<file path="config.mk">
export PLATFORM = sky130hd
export DESIGN_NAME = pn_popcount
export DESIGN_NICKNAME = d
export VERILOG_FILES = /design/src/rtl/pn_popcount.sv
export SDC_FILE = /design/constraint.sdc
export NUM_CORES = 1
export LEC_CHECK = 0
export BUFFER_PORTS_ARGS = -buffer_cell sky130_fd_sc_hd__buf_4
export CAP_MARGIN = 20
export CORE_AREA = 2 2 39 41
export DETAILED_ROUTE_END_ITERATION = 6
export DIE_AREA = 0 0 41 43
export SETUP_SLACK_MARGIN = 0.02
export SYNTH_ARGS = -nofsm -noshare
export SYNTH_HDL_FRONTEND = slang
export SYNTH_SLANG_ARGS = --single-unit
</file>
<file path="constraint.sdc">
create_clock -name vclk -period 9.4
set_input_delay 1.88 -clock vclk [all_inputs]
set_output_delay 1.88 -clock vclk [all_outputs]
set_load 0.03 [all_outputs]
</file>
<file path="src/rtl/pn_popcount.sv">
// Population count of a DW-bit vector.
// Ports:
//   bits  : input vector
//   count : number of ones in bits
module pn_popcount #(
  parameter int DW = 16
) (
  input  logic [DW-1:0]            bits,
  output logic [$clog2(DW+1)-1:0]  count
);

  localparam int CW = $clog2(DW + 1);

  always_comb begin
    count = '0;
    for (int i = 0; i < DW; i++) begin
      count = count + CW'(bits[i]);
    end
  end

endmodule

</file>
==> reports/qor.txt <==
gr ovfl total = 0
Largest stage delay, worst path = 0.56 ns
routability cong. = 0.702
vias in the first global route = 282
Max Slew Vio Count = 0
Post-CTS Repair Setup Buffers = 0
DIE AREA = 0.00176 mm²
register area share after synthesis = 0%
Final ANT Viol Nets = 0
hold depth = 3
FF+latch area = 0 µm²
min Tclk post-route = 6.96 ns
period utilization = 74.1%
Clock Buffer Count = 0
commonest non-fill, non-tap cells in the layout = 26 x inv_1, 21 x buf_4, 10 x fa_1
syn nets = 78
fill count = 145
Worst path slowest cell = fa_1
worst vdd rail ir drop = 0.000152 V
crit path kind = in2out
io pins = 21
most common cell after layout, fill and taps aside = inv_1
routed vias = 327
via density per instance = 3.89
core area = 0.00138 mm²
Worst slew margin = 91.6%
Syn Inst Count = 47
Ys Warns = 0
Hold WC Path Type = in2out
DR pass1 iterations = 2
WP data required = 7.52 ns
Nets = 101
Final setup viols = 0
CTS resizes = 0
status = finished, final reports clean
initial antenna violation count = 0
Critical Path, Cell by Cell = buf_4 > inv_1 > fa_1 > fa_1 > fa_1 > fa_1 > inv_1 > ha_1 > inv_1 > fa_1 > nor2b_1 > o21a_1 > buf_4
most frequent CP cell = fa_1
layout cells sized above 1 = 32.4%
fmax = 144 MHz
RSZ-0062 raised after global routing = no
Inserted Diodes = 0
leak pwr = 0.368 nW
mapped cell area = 408 µm²
crit end category = output port
P&R area growth vs syn = 43.6%
Iter 0 DRT Violations = 3
# DRC = 0
pin count of the biggest net entering global routing = 4
# rows = 14
Horiz. Die Dim = 41 µm
placed wire-length estimate = 595 µm
first-pass GRT wire length = 979 µm
Fin Setup TNS = 0 ns
Tot Pwr = 0.164 mW
Synth cell types = 8
drt wl/cell = 6.80 µm
syn_area_per_cell = 8.68 µm²
Crit Path Max Fanout = 2
port bufs = 21
Die Y = 43 µm
PwrDens = 279 mW/mm²
CP startpoint kind = input port
Final Hold Vio Count = 0
Total Routing Usage GR = 7.42%
Detailed Route WL = 571 µm
Starting Density = 29.5%
hold_buf cts = 0
layout sequential cell count = 0
Worst EP arrival = 5.08 ns
max-cap check violation count = 0
Tightest Pin Transition = 0.125 ns
-- worst max-delay path, delay by kind of cell --
kind,cells,cell delay (ns)
AO/OA/AOI/OAI,1,0.11
adder cells (fa/ha/maj),6,2.57
buffers and inverters,5,0.39
AND/OR/NAND/NOR,1,0.13
-- layer usage --
metal	global-route usage [%]	up-vias	share of wire [%]
li1	-	166	-
met1	9.03	151	36
met2	14.4	10	56
met3	0	0	7.7
met4	0	0	0
met5	0	-	0
-- cell type report --
cell class | count | area [µm²] | area share (%)
timing repair buffer | 21 | 158 | 26.9
inverter | 26 | 97.6 | 16.7
multi-input combinational | 21 | 310 | 53.0
tap | 16 | 20.0 | 3.42
-- stage by stage --
stage               utilization [%]  setup slack [ns]  cells  hold WS [ns]  cell area, µm²
global route                   42.3              2.29     84          4.12             586
CTS                            42.3              2.40     84          4.11             586
global placement               42.3              2.45     84          4.10             586
floorplan                         -              2.43     47          4.03             408
finish                         42.3              2.44     84          4.11             586
detailed placement             42.3              2.41     84          4.10             586
-- where the power goes --
group | leakage (nW) | internal, mW | switching (mW)
registers | 0 | 0 | 0
clock network | 0 | 0 | 0
logic | 0.368 | 0.0698 | 0.0938
-- worst paths after layout --
kind                  slack [ns]  endpoint     from
worst min-delay path        4.11  count[0]  bits[2]
worst max-delay path        2.44  count[4]  bits[0]
-- synthesized netlist by cell type (all sizes together) --
cell	count	area, µm²
ha	5	62.6
xnor2	2	17.5
o21a	1	7.51
fa	10	200
nor2b	1	6.26
a21oi	1	8.76
inv	26	97.6
a21o	1	7.51
-- cells by family after synthesis --
family	share of synthesized area (%)
buf+inv	23.9
simple gates	1.53
compound gates	5.83
xor+xnor	4.30
fa+ha+maj	64.4
(Power assumes the default switching activity.)
